<file path="src/rtl/fpu_pkg.sv">
`default_nettype none
// ============================================================================
// Module      : fpu_pkg
// Description : Constants and state encoding shared by the FP iterative
//               divide / square-root unit and its helpers.
// Revision    : 1.0 - initial release
// ============================================================================
package fpu_pkg;

    localparam logic [31:0] FP_QNAN   = 32'h7FC0_0000;
    localparam logic [31:0] FP_PINF   = 32'h7F80_0000;
    localparam int          EXP_BIAS  = 127;
    localparam logic [4:0]  ITER_DIV  = 5'd25;   // quotient bits produced
    localparam logic [4:0]  ITER_SQRT = 5'd24;   // root bits produced

    typedef enum logic [1:0] {
        IDLE = 2'd0,
        ITER = 2'd1,
        NORM = 2'd2
    } state_t;

endpackage : fpu_pkg
`default_nettype wire

</file>
<file path="src/rtl/fp_classify.sv">
`default_nettype none
// ============================================================================
// Module      : fp_classify
// Description : Combinational IEEE-754 single-precision operand classifier.
//               Denormals are reported as zero.
// Ports       : i_x        operand
//               o_is_zero  exponent field is zero (zero or flushed denormal)
//               o_is_inf   infinity
//               o_is_nan   any NaN
//               o_sign     sign bit
// Revision    : 1.0 - initial release
// ============================================================================
module fp_classify (
    input  logic [31:0] i_x,
    output logic        o_is_zero,
    output logic        o_is_inf,
    output logic        o_is_nan,
    output logic        o_sign
);

    logic w_exp_max;
    logic w_man_zero;

    assign w_exp_max  = (i_x[30:23] == 8'hFF);
    assign w_man_zero = (i_x[22:0] == 23'd0);

    assign o_is_zero  = (i_x[30:23] == 8'h00);
    assign o_is_inf   = w_exp_max &  w_man_zero;
    assign o_is_nan   = w_exp_max & ~w_man_zero;
    assign o_sign     = i_x[31];

endmodule : fp_classify
`default_nettype wire

</file>
<file path="src/rtl/fp_divsqrt_iter.sv">
`default_nettype none
// ============================================================================
// Module      : fp_divsqrt_iter
// Description : Iterative single-precision divide / square root. Radix-2
//               restoring division and digit-by-digit square root, one bit
//               per cycle, truncating result, denormals treated as zero.
// Ports       : clk, clr        clock, synchronous active-high clear
//               start, op       request (op 0 = a/b, 1 = sqrt(a))
//               a, b, rd_in     operands and destination tag
//               busy            op in flight (pipeline stall)
//               done            one-cycle result-valid pulse
//               result, rd_out  result and its destination tag
//               cnt             iterations remaining
// Revision    : 1.0 - initial release
// ============================================================================
module fp_divsqrt_iter
    import fpu_pkg::*;
(
    input  logic        clk,
    input  logic        clr,
    input  logic        start,
    input  logic        op,
    input  logic [31:0] a,
    input  logic [31:0] b,
    input  logic [4:0]  rd_in,
    output logic        busy,
    output logic        done,
    output logic [31:0] result,
    output logic [4:0]  rd_out,
    output logic [4:0]  cnt
);

    state_t      r_state;
    logic        r_op;
    logic        r_sign;
    logic [9:0]  r_exp;       // signed biased exponent before normalisation
    logic [25:0] r_rem;       // shared partial remainder
    logic [24:0] r_q;         // quotient / root bits, shifted in from LSB
    logic [47:0] r_rad;       // radicand, consumed two bits per step
    logic [23:0] r_mb;        // divisor mantissa with hidden one
    logic [4:0]  r_rd;
    logic [4:0]  r_cnt;
    logic        r_done;
    logic [31:0] r_result;
    logic [4:0]  r_rd_out;

    logic w_za, w_ia, w_na, w_sa;
    logic w_zb, w_ib, w_nb, w_sb;

    fp_classify u_cls_a (.i_x(a), .o_is_zero(w_za), .o_is_inf(w_ia), .o_is_nan(w_na), .o_sign(w_sa));
    fp_classify u_cls_b (.i_x(b), .o_is_zero(w_zb), .o_is_inf(w_ib), .o_is_nan(w_nb), .o_sign(w_sb));

    // ---------------- acceptance-time decode ----------------
    logic        w_sign_div;
    logic        w_special;
    logic [31:0] w_spec_res;
    logic [23:0] w_ma;
    logic [47:0] w_rad;
    logic [9:0]  w_exp_div;
    logic [9:0]  w_exp_sqrt;

    assign w_sign_div = w_sa ^ w_sb;
    assign w_ma       = {1'b1, a[22:0]};
    // Odd biased exponent means an even unbiased one: shift one less so the
    // radicand keeps an even power of two and the root lands in [2^23, 2^24).
    assign w_rad      = a[23] ? {1'b0, w_ma, 23'd0} : {w_ma, 24'd0};
    assign w_exp_div  = {2'b00, a[30:23]} - {2'b00, b[30:23]} + 10'(EXP_BIAS);
    assign w_exp_sqrt = ({2'b00, a[30:23]} + 10'(EXP_BIAS)) >> 1;

    always_comb begin
        w_special  = 1'b0;
        w_spec_res = 32'd0;
        if (!op) begin
            if (w_na | w_nb | (w_za & w_zb) | (w_ia & w_ib)) begin
                w_special  = 1'b1;
                w_spec_res = FP_QNAN;
            end else if (w_ia | w_zb) begin
                w_special  = 1'b1;
                w_spec_res = FP_PINF | {w_sign_div, 31'd0};
            end else if (w_za | w_ib) begin
                w_special  = 1'b1;
                w_spec_res = {w_sign_div, 31'd0};
            end
        end else begin
            if (w_na) begin
                w_special  = 1'b1;
                w_spec_res = FP_QNAN;
            end else if (w_za) begin
                w_special  = 1'b1;
                w_spec_res = {w_sa, 31'd0};
            end else if (w_sa) begin
                w_special  = 1'b1;
                w_spec_res = FP_QNAN;
            end else if (w_ia) begin
                w_special  = 1'b1;
                w_spec_res = FP_PINF;
            end
        end
    end

    // ---------------- shared iteration datapath ----------------
    // Division compares the remainder against the divisor; square root brings
    // down two radicand bits and compares against (root << 2) | 1. Both feed
    // the same subtractor; the extra MSB of the difference is the borrow.
    logic [25:0] w_minuend;
    logic [25:0] w_subtr;
    logic [26:0] w_diff;
    logic        w_borrow;
    logic [25:0] w_keep;
    logic [25:0] w_rem_next;

    assign w_minuend  = r_op ? {r_rem[23:0], r_rad[47:46]} : r_rem;
    assign w_subtr    = r_op ? {r_q[23:0], 2'b01} : {2'b00, r_mb};
    assign w_diff     = {1'b0, w_minuend} - {1'b0, w_subtr};
    assign w_borrow   = w_diff[26];
    assign w_keep     = w_borrow ? w_minuend : w_diff[25:0];
    assign w_rem_next = r_op ? w_keep : {w_keep[24:0], 1'b0};

    // ---------------- normalisation ----------------
    logic signed [9:0] w_norm_exp;
    logic [22:0]       w_norm_man;
    logic [31:0]       w_norm_res;

    always_comb begin
        w_norm_exp = $signed(r_exp);
        w_norm_man = r_q[22:0];
        if (!r_op) begin
            if (r_q[24]) begin
                w_norm_man = r_q[23:1];
            end else begin
                w_norm_exp = $signed(r_exp) - 10'sd1;
            end
        end
        if (w_norm_exp >= 10'sd255) begin
            w_norm_res = FP_PINF | {r_sign, 31'd0};
        end else if (w_norm_exp <= 10'sd0) begin
            w_norm_res = {r_sign, 31'd0};
        end else begin
            w_norm_res = {r_sign, w_norm_exp[7:0], w_norm_man};
        end
    end

    // ---------------- control ----------------
    always_ff @(posedge clk) begin
        if (clr) begin
            r_state  <= IDLE;
            r_op     <= 1'b0;
            r_sign   <= 1'b0;
            r_exp    <= 10'd0;
            r_rem    <= 26'd0;
            r_q      <= 25'd0;
            r_rad    <= 48'd0;
            r_mb     <= 24'd0;
            r_rd     <= 5'd0;
            r_cnt    <= 5'd0;
            r_done   <= 1'b0;
            r_result <= 32'd0;
            r_rd_out <= 5'd0;
        end else begin
            r_done <= 1'b0;
            case (r_state)
                IDLE: begin
                    if (start) begin
                        r_op   <= op;
                        r_sign <= op ? w_sa : w_sign_div;
                        r_rd   <= rd_in;
                        if (w_special) begin
                            r_result <= w_spec_res;
                            r_rd_out <= rd_in;
                            r_done   <= 1'b1;
                        end else begin
                            r_state <= ITER;
                            r_cnt   <= op ? ITER_SQRT : ITER_DIV;
                            r_exp   <= op ? w_exp_sqrt : w_exp_div;
                            r_rem   <= op ? 26'd0 : {2'b00, w_ma};
                            r_q     <= 25'd0;
                            r_rad   <= w_rad;
                            r_mb    <= {1'b1, b[22:0]};
                        end
                    end
                end
                ITER: begin
                    r_rem <= w_rem_next;
                    r_q   <= {r_q[23:0], ~w_borrow};
                    r_rad <= {r_rad[45:0], 2'b00};
                    r_cnt <= r_cnt - 5'd1;
                    if (r_cnt == 5'd1) begin
                        r_state <= NORM;
                    end
                end
                NORM: begin
                    r_result <= w_norm_res;
                    r_rd_out <= r_rd;
                    r_done   <= 1'b1;
                    r_state  <= IDLE;
                end
                default: r_state <= IDLE;
            endcase
        end
    end

    assign busy   = (r_state != IDLE);
    assign done   = r_done;
    assign result = r_result;
    assign rd_out = r_rd_out;
    assign cnt    = r_cnt;

endmodule : fp_divsqrt_iter
`default_nettype wire

</file>
<file path="config.mk">
export PLATFORM = sky130hd
export DESIGN_NAME = fp_divsqrt_iter
export DESIGN_NICKNAME = d
export VERILOG_FILES = /design/src/rtl/fpu_pkg.sv /design/src/rtl/fp_classify.sv /design/src/rtl/fp_divsqrt_iter.sv
export SDC_FILE = /design/constraint.sdc
export NUM_CORES = 1
export LEC_CHECK = 0
export CORE_MARGIN = 2
export CORE_UTILIZATION = 40
export CTS_BUF_LIST = sky130_fd_sc_hd__clkbuf_16
export DETAILED_ROUTE_END_ITERATION = 16
export PLACE_DENSITY = 0.62
export SKIP_CTS_REPAIR_TIMING = 1
export SYNTH_ARGS = -nofsm -noshare
export SYNTH_HDL_FRONTEND = slang
export SYNTH_SLANG_ARGS = --single-unit
</file>
<file path="constraint.sdc">
create_clock -name clk -period 5.25 [get_ports clk]
set_input_delay 1.3125 -clock clk [delete_from_list [all_inputs] [get_ports clk]]
set_output_delay 1.3125 -clock clk [all_outputs]
set_load 0.02 [all_outputs]
</file>
==> out/metrics.yaml <==
whs_ns: 0.4514
syn_inst: 1314
met1_usage_pct: 27.53
yosysWarnings: 0
slew_viol_final: 0
instances_no_fill: 1743
post-route-period-util_pct: 80.27
hold_viol: 0
p_comb_share_pct: 41.6
finalCriticalPeriod_ns: 4.214
drv_cap: 0
core_area_mm2: 0.02673
multi_input_area_mm2: 0.007023
synth.avg_cell_area_um2: 8.211
clock_path_buffers: 2
hold_class: "flop to flop"
clockPowerShare_pct: 28.0
synth_area_mm2: 0.01079
drive_gt1_share_pct: 11.13
outcome: "finished clean"
ios: 117
postRouteAntennaNets: 0
setup_viol: 0
synth.area.top_cells: "dfxtp_1 (30%), mux2i_1 (8.0%), nand2_1 (6.6%), a21oi_1 (5.5%), ha_1 (4.8%)"
initial_core_util_pct: 40.37
grt_max_degree: 79
grt_pass1_wl_um: 50000
relSlewSlack_pct: 21.03
timing.fmax_ghz: 0.2373
die_w_um: 168.2
met3_usage_pct: 3.009
worstMarginPinSlew_ns: 1.182
critPathArrivalTime_ns: 4.48
synth_most_common_cell: "nand2_1"
grt_pass1_vias: 9603
synth.top_cell.area_share_pct: 30.06
ir_worst_vdd_mv: 0.1993
synth_seq_cells: 162
crit_type: "flop to flop"
startpoint: "r_op$_SDFFE_PP0P_"
numCtsBuffers: 17
htree_levels: 4
wl_um: 31000
synthToLayoutAreaGrowth_pct: 18.65
path_clk_slew_ns: 0.06
worstHoldStart: "r_mb[0]$_SDFFE_PP0P_"
detailed_place_hpwl_um: 22900
worstHoldEndpoint: "r_mb[0]$_SDFFE_PP0P_"
leakage_uw: 0.004781
grt_overflow_total: 0
p_sw_uw: 1758
dr.first_iter.drc_count: 518
critPathRequiredTime_ns: 5.52
cts_tree: "yes"
die_h_um: 168.2
busiest_layer: "met2"
yosysUniqueCellTypes: 88
fillCellCount: 2684
synthFlopType: "dfxtp_1"
synth_top_cells_by_count: "nand2_1 (191), dfxtp_1 (162), a21oi_1 (119), nor2_1 (92), mux2i_1 (86)"
die_area_mm2: 0.02830
nets: 1506
syn-num-nets: 1430
diodes: 0
finalSetupTns_ns: 0
skew_ns: 0.01242
power_density_mw_per_mm2: 362.9
r2r_end: "r_rem[22]$_SDFFE_PP0P_"
clk_latency_ns: 0.43
p_int_uw: 2888
yosysSeqAreaShare_pct: 30.06
swShare_pct: 37.83
reg2regPathDepth: 12
avgRoutedWirePerCell_um: 17.78
holdPathStages: 2
synth_edf_count: 0
cts_root_buf: "clkbuf_16"
portBuffers: 116
synth_top_area_cell: "dfxtp_1"
r2r_slack_ns: 1.04
cp_max_fo: 45
row_count: 60
firstDrtPassIters: 5
drc: 0
globalRouteMet2Util_pct: 38.52
antenna_found_initial: 0
timing.rr.start: "r_op$_SDFFE_PP0P_"
worstSetupStartpointType: "flop"
seq_power_share_pct: 30.4
grt_setup_unrepaired: "false"
cts_sinks: 162
seqCellArea_mm2: 0.003247
ys_async_sr_fraction_pct: 0
vias_per_cell: 5.749
grt_usage_pct: 21.70
place_inst: 1712
num_vias: 10021
globalplace.congestion: 0.8829
endpoint_kind: "flop"
==> critical path, cell delays in order (launching register included) <==
cell      delay, ns
dfxtp_4        0.76
inv_1          0.29
nand2_1        0.16
nand2_1        0.11
ha_1           0.40
a21o_1         0.21
a21o_1         0.18
a21oi_2        0.31
nand2_1        0.17
o21ai_2        0.49
nor3_1         0.14
a221oi_1       0.64
o32ai_1        0.14
==> stage by stage <==
stage	util (%)	cell area [um^2]	setup slack [ns]	power, uW
finish	47.90	12800	1.036	4646
global route	47.90	12800	0.7466	4920
CTS	47.90	12800	1.066	4667
detailed placement	45.61	12190	1.095	3357
global placement	45.61	12190	1.045	3351
floorplan	-	10790	1.173	2866
==> flip-flops by register name (all words and copies together), names as in the netlist, 2 cells and up <==
name / flops
rd_out: 5
r_q: 25
result: 32
r_mb: 24
r_exp: 10
r_rad: 25
r_state: 2
r_rd: 5
r_rem: 26
cnt: 5
==> power groups by stage <==
| stage | combinational, uW | clock, uW | sequential, uW |
|---|---|---|---|
| floorplan | 1450 | 0 | 1420 |
| global placement | 1920 | 0 | 1430 |
| detailed placement | 1920 | 0 | 1440 |
| CTS | 1930 | 1330 | 1410 |
| global route | 2120 | 1380 | 1420 |
| finish | 1930 | 1300 | 1410 |
==> kinds of logic after synthesis <==
kind of cell             synth area share, %
XOR/XNOR                               3.804
flip-flops                             30.06
buffers and inverters                  4.975
AO/OA/AOI/OAI                          26.13
AND/OR/NAND/NOR                        19.18
adder cells (fa/ha/maj)                5.126
multiplexers                           10.73
==> layout make-up <==
class                      count  area share (%)
clock buffer                  18           3.519
timing repair buffer         143           10.63
sequential                   162           25.36
multi-input combinational   1031           54.86
tap                          341           3.333
inverter                      35           1.026
clock inverter                13           1.261
==> cell usage in the layout (no fill, tap or decap), drive strengths merged, types with 17 or more instances in the layout <==
cell	netlist	layout
inv	34	37
nor4	19	19
nand2	191	191
a21oi	121	121
clkdlybuf4s50	0	115
o21ai	60	60
dfxtp	162	162
ha	41	41
mux2i	86	86
nor2	115	115
xnor2	23	23
o211ai	27	27
buf	23	28
a2bb2oi	22	22
nand3	24	24
mux2	24	24
a21o	20	20
clkbuf	63	18
a22o	24	24
a211oi	17	17
xor2	23	23
==> per-layer routing <==
layer / up-vias / share of wire (%)
met1: 4787 / 45
met2: 235 / 50
met5: - / 0
met3: 35 / 4.0
met4: 0 / 1.5
li1: 4964 / -
==> worst max path at each step <==
stage                              to  slack (ns)  cells past startpoint
2_1_floorplan  r_rem[10]$_SDFFE_PP0P_        1.17                     15
3_3_place_gp   r_rem[22]$_SDFFE_PP0P_        1.05                     12
3_5_place_dp   r_rem[22]$_SDFFE_PP0P_        1.09                     12
4_1_cts        r_rem[20]$_SDFFE_PP0P_        1.07                     11
5_1_grt        r_rem[22]$_SDFFE_PP0P_        0.75                     12
6_report       r_rem[22]$_SDFFE_PP0P_        1.04                     12
Note: power is estimated with default switching activity, not from simulation.
